===== config.mk =====
export PLATFORM = sky130hd
export DESIGN_NAME = buart_fifo
export DESIGN_NICKNAME = d
export VERILOG_FILES = /design/src/rtl/buart_fifo_pkg.sv /design/src/rtl/buart_fifo_byte_fifo.sv /design/src/rtl/buart_fifo.sv
export SDC_FILE = /design/constraint.sdc
export NUM_CORES = 1
export LEC_CHECK = 0
export BUFFER_PORTS_ARGS = -buffer_cell sky130_fd_sc_hd__buf_2
export CORE_ASPECT_RATIO = 1.2
export CORE_MARGIN = 2
export CORE_UTILIZATION = 50
export DETAILED_ROUTE_END_ITERATION = 10
export PLACE_DENSITY_LB_ADDON = 0.25
export SLEW_MARGIN = 10
export SYNTH_ARGS = -nofsm -noshare
export SYNTH_HDL_FRONTEND = slang
export SYNTH_SLANG_ARGS = --single-unit
export TNS_END_PERCENT = 100

===== constraint.sdc =====
create_clock -name clk -period 6.1 [get_ports clk]
set_input_delay 1.22 -clock clk [delete_from_list [all_inputs] [get_ports clk]]
set_output_delay 1.22 -clock clk [all_outputs]
set_load 0.01 [all_outputs]

===== src/rtl/buart_fifo_pkg.sv =====
// Shared types and helpers for the UART buffering stage.
// Pointer width helper and the TX handoff state encoding.
package buart_fifo_pkg;

  typedef enum logic {
    IDLE = 1'b0,
    HOLD = 1'b1
  } tx_state_t;

  // Pointers carry one extra wrap bit above the address.
  function automatic int ptr_w(input int aw);
    return aw + 1;
  endfunction

endpackage


===== src/rtl/buart_fifo_byte_fifo.sv =====
// Byte-wide FIFO with first-word-fall-through head and occupancy count.
// A push into a full FIFO is accepted when a pop happens in the same cycle.
module byte_fifo
  import buart_fifo_pkg::*;
#(
  parameter int AW = 4
) (
  input  logic          clk,
  input  logic          rst_n,
  input  logic          push,
  input  logic          pop,
  input  logic [7:0]    wdata,
  output logic [7:0]    rdata,
  output logic          empty,
  output logic          drop,
  output logic [AW:0]   count
);

  localparam int PW = ptr_w(AW);

  logic [7:0]    mem [0:(1<<AW)-1];
  logic [PW-1:0] wptr;
  logic [PW-1:0] rptr;
  logic          full;
  logic          do_pop;
  logic          do_push;

  assign empty = (wptr == rptr);
  assign full  = (wptr[AW] != rptr[AW]) &&
                 (wptr[AW-1:0] == rptr[AW-1:0]);
  assign count = wptr - rptr;
  assign rdata = mem[rptr[AW-1:0]];

  assign do_pop  = pop & ~empty;
  assign do_push = push & (~full | do_pop);
  assign drop    = push & ~do_push;

  always_ff @(posedge clk or negedge rst_n) begin
    if (!rst_n) begin
      wptr <= '0;
      rptr <= '0;
    end else begin
      if (do_push) wptr <= wptr + 1'b1;
      if (do_pop)  rptr <= rptr + 1'b1;
    end
  end

  always_ff @(posedge clk) begin
    if (do_push) mem[wptr[AW-1:0]] <= wdata;
  end

endmodule


===== src/rtl/buart_fifo.sv =====
// CPU-side buffering between the IO port and the byte UART.
// RX FIFO drains the UART; TX FIFO feeds it via a two-state handoff.
module buart_fifo
  import buart_fifo_pkg::*;
#(
  parameter int RX_AW = 4,
  parameter int TX_AW = 4
) (
  input  logic             clk,
  input  logic             resetq,
  input  logic             io_wr,
  input  logic [7:0]       io_wdata,
  input  logic             io_rd,
  output logic [7:0]       io_rdata,
  output logic             rx_avail,
  output logic             tx_full,
  output logic [RX_AW:0]   rx_count,
  output logic [TX_AW:0]   tx_count,
  output logic             rx_overflow,
  output logic             tx_drop,
  input  logic             clr_err,
  output logic             uart_wr,
  output logic [7:0]       uart_tx_data,
  input  logic             uart_busy,
  output logic             uart_rd,
  input  logic [7:0]       uart_rx_data,
  input  logic             uart_valid
);

  logic [7:0] rx_head;
  logic       rx_empty;
  logic       rx_drop;
  logic [7:0] tx_head;
  logic       tx_empty;
  logic       tx_drop_now;
  logic       tx_pop;
  tx_state_t  state;
  tx_state_t  state_nxt;

  byte_fifo #(.AW(RX_AW)) u_rx (
    .clk   (clk),
    .rst_n (resetq),
    .push  (uart_valid),
    .pop   (io_rd),
    .wdata (uart_rx_data),
    .rdata (rx_head),
    .empty (rx_empty),
    .drop  (rx_drop),
    .count (rx_count)
  );

  byte_fifo #(.AW(TX_AW)) u_tx (
    .clk   (clk),
    .rst_n (resetq),
    .push  (io_wr),
    .pop   (tx_pop),
    .wdata (io_wdata),
    .rdata (tx_head),
    .empty (tx_empty),
    .drop  (tx_drop_now),
    .count (tx_count)
  );

  // Storage is not reset, so the head is masked while in reset.
  assign io_rdata = resetq ? rx_head : 8'h00;
  assign uart_rd  = uart_valid & resetq;
  assign rx_avail = ~rx_empty;
  assign tx_full  = tx_count[TX_AW];

  always_comb begin
    state_nxt = state;
    tx_pop    = 1'b0;
    unique case (state)
      IDLE: begin
        if (!tx_empty && !uart_busy) begin
          tx_pop    = 1'b1;
          state_nxt = HOLD;
        end
      end
      HOLD: state_nxt = IDLE;
      default: state_nxt = IDLE;
    endcase
  end

  always_ff @(posedge clk or negedge resetq) begin
    if (!resetq) begin
      state        <= IDLE;
      uart_wr      <= 1'b0;
      uart_tx_data <= 8'h00;
    end else begin
      state   <= state_nxt;
      uart_wr <= tx_pop;
      if (tx_pop) uart_tx_data <= tx_head;
    end
  end

  // A fresh error wins over a same-cycle clear.
  always_ff @(posedge clk or negedge resetq) begin
    if (!resetq) begin
      rx_overflow <= 1'b0;
      tx_drop     <= 1'b0;
    end else begin
      if (rx_drop)      rx_overflow <= 1'b1;
      else if (clr_err) rx_overflow <= 1'b0;
      if (tx_drop_now)  tx_drop <= 1'b1;
      else if (clr_err) tx_drop <= 1'b0;
    end
  end

endmodule


Yosys cells after proc, flatten, opt, wreduce, memory -nomap -nowiden --
Memories as Yosys holds them, arrays and structs flattened. A register that Yosys moved wholly into a read port is not among the register bits. Index checks and enable logic that the tools add are counted.
Cells by class: add/subtract/negate cells 6, eq/ne operators 6, muxes and demuxes 11, bitwise logic cells 16, reductions and logical operators 8
Operators with widths (count):
- 5-bit by 1-bit adder with 5-bit output, second input constant | 4
- 5-bit == test | 2
- 5-bit subtractor | 2
- 1-bit 2-to-1 mux | 9
- 4-bit == test | 2
- 8-bit 2-to-1 mux | 1
- 1-bit bitwise AND | 7
- 1-bit inverter | 7
- 2-bit nonzero test | 2
- 1-bit logical AND | 3
- 1-bit zero test | 3
- 1-bit != test | 2
- 1-bit bitwise OR | 2
- 1-bit case mux with 2 select lines | 1
Word-level totals: flip-flop bits (word level) 24, RAM bits 256, input bits 23, output and inout bits 32, logic and storage cells 57, memories kept 2
Memory list:
- u_rx.mem | words 16, bits a word 8, read ports 1, clocked after Yosys merged registers in 0, wr ports 1, line buart_fifo_byte_fifo.sv:21 | logic [7:0] mem [0:(1<<AW)-1];
- u_tx.mem | words 16, bits a word 8, read ports 1, clocked after Yosys merged registers in 1, wr ports 1, line buart_fifo_byte_fifo.sv:21

Logic depth before layout (Yosys ltp) --
Gate-level depths: netlist of run 1.
word-level depth 11, gate-level depth with buffers 9, mapped depth without buffers 7

By module --
Synthesis of run 1 repeated with hierarchy kept, for this count alone.
Second synthesis, totals: cells, all modules 629, area, all modules 11875.1 um^2
By module, submodules not included:
- byte_fifo at u_tx | times used 1, cells an instance 296, area each 5719.2 um^2, seq. area each 4093.9 um^2
- byte_fifo at u_rx | times used 1, cells an instance 299, area each 5688.0 um^2, seq. area each 4093.9 um^2
- buart_fifo | times used 1, cells an instance 34, area each 467.9 um^2, seq. area each 275.3 um^2

Worst setup path after synthesis of run 1 --
Ideal clock, no wire load.
path type in2out, from input resetq, to output io_rdata[5], arrival 2.196 ns, data required time 4.880 ns, slack 2.684 ns, cell stages on the path 5, path buffers 2, cell sequence nor2b_1 -> clkbuf_1 -> clkbuf_1 -> a22oi_1 -> o211ai_1
On the way: longest elaborated chain between the ends 1
Ends and longest elaborated chain:
- start: declaration | line buart_fifo.sv:10 | input logic resetq,
- 8-bit 2-to-1 mux | line buart_fifo.sv:65 | assign io_rdata = resetq ? rx_head : 8'h00;
- end: declaration | line buart_fifo.sv:14 | output logic [7:0] io_rdata,
Every way passes these cells.

Worst setup path after layout of run 1 --
from input resetq, to output io_rdata[7]
The elaborated chain is that of the path after synthesis.

==> flow_metrics.env, run 1 <==
export IMPL_status="complete, no violations"
export IMPL_post_cts_buffers=0
export IMPL_synth_simple_gate_area_frac=0.0482
export IMPL_dieArea_um2=24600
export IMPL_port_buffers=54
export IMPL_synth_top_area_frac=0.657
export IMPL_drcViolationCount=0
export IMPL_fin_tns_setup_ns=0
export IMPL_synthCells=657
export IMPL_cts_buffers=27
export IMPL_clock_sinks=287
export IMPL_ir_drop_mv=0.411
export IMPL_leakagePower_nw=4.52
export IMPL_core_area_um2=23000
export IMPL_worst_pin_slew_ns=0.990
export IMPL_clockBufferDepth=3
export IMPL_h_tree_depth=1
export IMPL_synth_compound_area_share=0.0444
export IMPL_area_growth_pct=12.2
export IMPL_drive_above_1_share=0.210
export IMPL_ys_ff_latch=287
export IMPL_pin_count=55
export IMPL_synth_area_mux_share=0.118
export IMPL_path_class="in2out"
export IMPL_busiest_layer="met2"
export IMPL_dominantRegCellSynth="edfxtp_1"
export IMPL_rsz0062_at_grt="false"
export IMPL_async_flop_share=0.108
export IMPL_r2r_setup_slack_ns=3.15
export IMPL_synthesis_nets=700
export IMPL_insertion_delay_ns=0.52
export IMPL_fmax_mhz=241
export IMPL_slew_viol_final=0
export IMPL_routed_wl_um=24100
export IMPL_ys_types=42
export IMPL_insertedDiodeCount=0
export IMPL_ant_nets=0
export IMPL_place_ws_ns=1.96
export IMPL_use_met1=0.246
export IMPL_fin_crit_sh=0.680
export IMPL_yosysWarnings=0
export IMPL_r2r_end="u_tx.mem[13][6]"
export IMPL_setup_viol=0
export IMPL_crit_path_end_kind="output pin"
export IMPL_p_per_area_nw_per_um2=490
export IMPL_antenna_found_initial=0
export IMPL_die_x_um=144
export IMPL_fillers=1819
export IMPL_min_from="u_rx.wptr[4]"
export IMPL_cp_startpoint="resetq"
export IMPL_slew_headroom=0.336
export IMPL_track_usage=0.200
export IMPL_dieHeight_um=172
export IMPL_grt_pass1_wl_um=36600
export IMPL_avgSynthCellArea_um2=17.8
export IMPL_cts_hold_buf=0
export IMPL_yosys_area_top_type="edfxtp_1"
export IMPL_netlist_top_cells_count="edfxtp_1, mux2i_1, mux4_2"
export IMPL_routedWlPerCell_um=22.9
export IMPL_num_rows=61
export IMPL_synthAdderAreaFrac=0.0227
export IMPL_final_net_count=761
export IMPL_vias_per_cell=5.67
export IMPL_grt_pass1_vias=6177
export IMPL_regArea_um2=8470
export IMPL_drt_pass1_iterations=5
export IMPL_synth_xor_area_frac=0.0193
export IMPL_cts_tree="built"
export IMPL_gp_congestion=0.950
export IMPL_grtUsageMet3=0.0278
export IMPL_ys_top_cells_by_area="edfxtp_1, mux4_2, dfrtp_1"
export IMPL_rr_startpoint="u_tx.rptr[1]"
export IMPL_cp_start_kind="primary input"
export IMPL_crit_required_ns=4.88
export IMPL_cts_root_buf="clkbuf_16"
export IMPL_grt_max_degree=36
export IMPL_multi_input_area_um2=2950
export IMPL_fin_crit_ns=4.15
export IMPL_synth_top_family_by_area="multiplexers"
export IMPL_via_count=5968
export IMPL_worst_slack_ns=1.95
export IMPL_finalHoldViolCount=0
export IMPL_dp_hpwl_um=16500
export IMPL_synth_edf_count=256
export IMPL_grtUsageMet2=0.366
export IMPL_worstPathMaxFanout=33
export IMPL_skew_ns=0.0105
export IMPL_start_util=0.507
export IMPL_min_path_type="reg2reg"
export IMPL_holdPathStages=1
export IMPL_syn_cell_area_um2=11700
export IMPL_path_clk_slew_ns=0.06
export IMPL_yosysMostFrequentCell="edfxtp_1"
export IMPL_cts_resized=0
export IMPL_ys_seq_area_frac=0.724
export IMPL_grt_overflow=0
export IMPL_maxCapViolCount=0
export IMPL_crit_arrival_ns=2.93
export IMPL_reg2reg_depth=6
export IMPL_drt_iter0_markers=341
export IMPL_worstHoldEndpoint="u_rx.wptr[4]"
## placed cells by master, fill, tap and decap left out, drive strengths merged, types with 6 or more instances in the layout
cell type | synthesis | routed
nor3 | 7 | 7
a31oi | 8 | 8
xnor2 | 21 | 21
nand3 | 11 | 11
buf | 26 | 63
nor2 | 31 | 31
inv | 20 | 20
mux2i | 48 | 48
nand2 | 23 | 23
and2 | 19 | 19
nand4 | 8 | 8
o211ai | 8 | 8
o21ai | 6 | 6
dfrtp | 31 | 31
clkinv | 1 | 13
o22ai | 16 | 16
mux4 | 40 | 40
ha | 18 | 18
edfxtp | 256 | 256
clkbuf | 5 | 30
a22oi | 24 | 24
## flip-flops by register name, indices dropped and copies added (netlist names)
signal,cells
u_tx.wptr,5
tx_drop,1
state,1
uart_tx_data,8
u_rx.rptr,5
u_tx.mem,128
u_rx.wptr,5
rx_overflow,1
u_tx.rptr,5
u_rx.mem,128
## how the worst max path moves through the flow
stage | slack (ns) | cells after the start | endpoint
global placement | 2.10 | 7 | io_rdata[1]
finish | 1.95 | 7 | io_rdata[7]
floorplan | 2.68 | 5 | io_rdata[5]
global route | 1.76 | 5 | io_rdata[1]
detailed placement | 1.96 | 7 | io_rdata[7]
CTS | 1.96 | 7 | io_rdata[7]
## through the flow
stage | instance area, um^2 | hold slack, ns | instances | utilization | power [mW]
floorplan | 11700 | 0.496 | 657 | - | 4.12
global placement | 12200 | 0.511 | 1004 | 0.531 | 4.77
detailed placement | 12200 | 0.511 | 1004 | 0.531 | 4.82
CTS | 13100 | 0.524 | 1053 | 0.569 | 6.50
global route | 13100 | 0.539 | 1053 | 0.569 | 6.75
finish | 13100 | 0.525 | 1053 | 0.569 | 6.43
## final cells by class
type	instances	share of cell area
clock buffers	30	0.0523
clock inverters	19	0.0157
inverters	21	0.00601
multi-input cells	318	0.225
flip-flops and latches	287	0.645
well taps	315	0.0300
repair buffers	63	0.0257
## worst max-delay path, cell delays in order
cell      delay (ns)
buf_2           0.14
buf_4           0.42
and2_1          0.39
and2_1          0.35
nand2_1         0.10
o211ai_1        0.12
buf_2           0.17
## kinds of logic after synthesis
kind of cell    after synthesis
fa+ha+maj                    20
flops                       287
mux                          88
xor+xnor                     24
simple gates                111
buf+inv                      52
compound gates               75
## report_power, final
group | switching, mW | internal [mW]
Sequential | 0.233 | 2.42
Clock | 0.694 | 0.982
Combinational | 1.21 | 0.887
## routing by layer
layer / vias up / share of wire
met5: - / 0
met1: 3049 / 0.39
met3: 48 / 0.045
met2: 173 / 0.54
li1: 2698 / -
met4: 0 / 0.028
No activity file was read; power rests on OpenSTA's default activity.
==> run 2, diff against run 1 <==
clock period = 4 ns   (was 6.1 ns; I/O delays follow)
==> flow_metrics.env, run 2 (synthesis gave the netlist of run 1 again) <==
export IMPL_status="complete, no violations"
export IMPL_num_rows=61
export IMPL_gp_congestion=0.847
export IMPL_setup_viol=0
export IMPL_min_path_type="in2async"
export IMPL_pin_count=55
export IMPL_cts_hold_buf=0
export IMPL_drt_pass1_iterations=7
export IMPL_die_x_um=144
export IMPL_core_area_um2=23000
export IMPL_grtUsageMet3=0.0273
export IMPL_crit_path_end_kind="output pin"
export IMPL_grt_overflow=0
export IMPL_via_count=5971
export IMPL_track_usage=0.208
export IMPL_start_util=0.507
export IMPL_antenna_found_initial=1
export IMPL_p_per_area_nw_per_um2=754
export IMPL_fin_crit_ns=3.36
export IMPL_worst_slack_ns=0.638
export IMPL_slew_viol_final=0
export IMPL_fillers=1823
export IMPL_timing_critical_path_cells="inv_1, ha_1, a21o_1, a21oi_1, xnor2_1, buf_2"
export IMPL_final_common_cell="edfxtp_1"
export IMPL_area_growth_pct=12.7
export IMPL_skew_ns=0.0220
export IMPL_fin_tns_setup_ns=0
export IMPL_cts_tree="built"
export IMPL_slowest_delay_ns=0.78
export IMPL_grtUsageMet2=0.388
export IMPL_vias_per_cell=5.66
export IMPL_dpl_cell_area_um2=12300
export IMPL_multi_input_area_um2=2950
export IMPL_dieArea_um2=24600
export IMPL_busiest_layer="met2"
export IMPL_cp_start_kind="register"
export IMPL_finalHoldViolCount=0
export IMPL_final_cell_mix="edfxtp_1, buf_2, mux2i_1"
export IMPL_dieHeight_um=172
export IMPL_post_cts_buffers=0
export IMPL_drt_iter0_markers=469
export IMPL_drive_above_1_share=0.219
export IMPL_insertion_delay_ns=0.54
export IMPL_fin_util=0.572
export IMPL_cts_resized=0
export IMPL_use_met1=0.250
export IMPL_clock_sinks=287
export IMPL_grt_pass1_wl_um=37500
export IMPL_dp_hpwl_um=16900
export IMPL_rsz0062_at_grt="false"
export IMPL_h_tree_depth=1
export IMPL_path_class="reg2out"
export IMPL_ant_nets=0
export IMPL_place_ws_ns=1.16
export IMPL_insertedDiodeCount=0
export IMPL_slew_headroom=0.311
export IMPL_routedWlPerCell_um=23.4
export IMPL_maxCapViolCount=0
export IMPL_port_buffers=54
export IMPL_path_clk_slew_ns=0.06
export IMPL_design_area_um2=13200
export IMPL_clockBufferDepth=3
export IMPL_leakagePower_nw=4.56
export IMPL_worst_pin_slew_ns=1.03
export IMPL_total_power_mw=9.94
export IMPL_final_net_count=762
export IMPL_routed_wl_um=24600
export IMPL_cts_root_buf="clkbuf_16"
export IMPL_drcViolationCount=0
export IMPL_fmax_mhz=297
export IMPL_cts_buffers=27
export IMPL_crit_arrival_ns=2.56
export IMPL_regArea_um2=8470
export IMPL_grt_pass1_vias=6225
export IMPL_grt_max_degree=49
export IMPL_critPathSlowestCell="dfrtp_1"
export IMPL_worstPathMaxFanout=15
export IMPL_ir_drop_mv=0.562
export IMPL_crit_required_ns=3.20
export IMPL_fin_crit_sh=0.840
[run 2: cell count changes in the layout (fill, tap and decap cells not counted)]
cell,previous run,this run
buf_12,0,1
clkbuf_1,3,1
clkbuf_8,0,3
clkinv_1,4,1
clkinv_2,7,10
clkinv_4,2,1
clkinvlp_4,3,2
inv_6,0,2
[run 2: per-layer routing]
layer | part of all wire | vias to the layer above
met5 | 0.00065 | -
met4 | 0.030 | 2
met1 | 0.38 | 3027
met2 | 0.55 | 187
li1 | - | 2706
met3 | 0.046 | 49
[run 2: power by group]
part           leakage, nW  switching [mW]  internal [mW]
registers             2.68           0.290           3.69
logic                 1.41            1.94           1.38
clock network        0.465            1.08           1.56
total                 4.56            3.31           6.62
[run 2: through the flow]
step	hold WS, ns	std cells
final	0.377	1055
after global routing	0.403	1055
after CTS	0.382	1055
after detailed placement	0.514	1005
after global placement	0.511	1005
after floorplan	0.496	657
[run 2: layout make-up]
class,instances,area share
clock buffers,31,0.0547
well taps,315,0.0299
multi-input cells,318,0.224
clock inverters,19,0.0160
repair buffers,64,0.0271
inverters,21,0.00598
flip-flops and latches,287,0.642
[run 2: path summary, 6_finish.rpt]
path	startpoint	to	slack, ns	depth (start not counted)
max	u_rx.rptr[1]	rx_count[3]	0.64	6
min	resetq	u_rx.rptr[3]	0.38	2
max reg2reg	u_rx.rptr[1]	u_rx.mem[8][4]	1.23	6
min reg2reg	u_tx.rptr[4]	u_tx.rptr[4]	0.52	1
max in group asynchronous	resetq	u_tx.rptr[1]	3.27	2
min in group clk	clr_err	tx_drop	0.48	2
[run 2: critical path: cells and delay by family, from the launching register on]
kind,cells,cell delay [ns]
DFF,1,0.78
adders and majority gates,1,0.36
AOI/OAI and AO/OA,2,0.34
buffers and inverters,2,0.33
xor gates and xnor gates,1,0.22
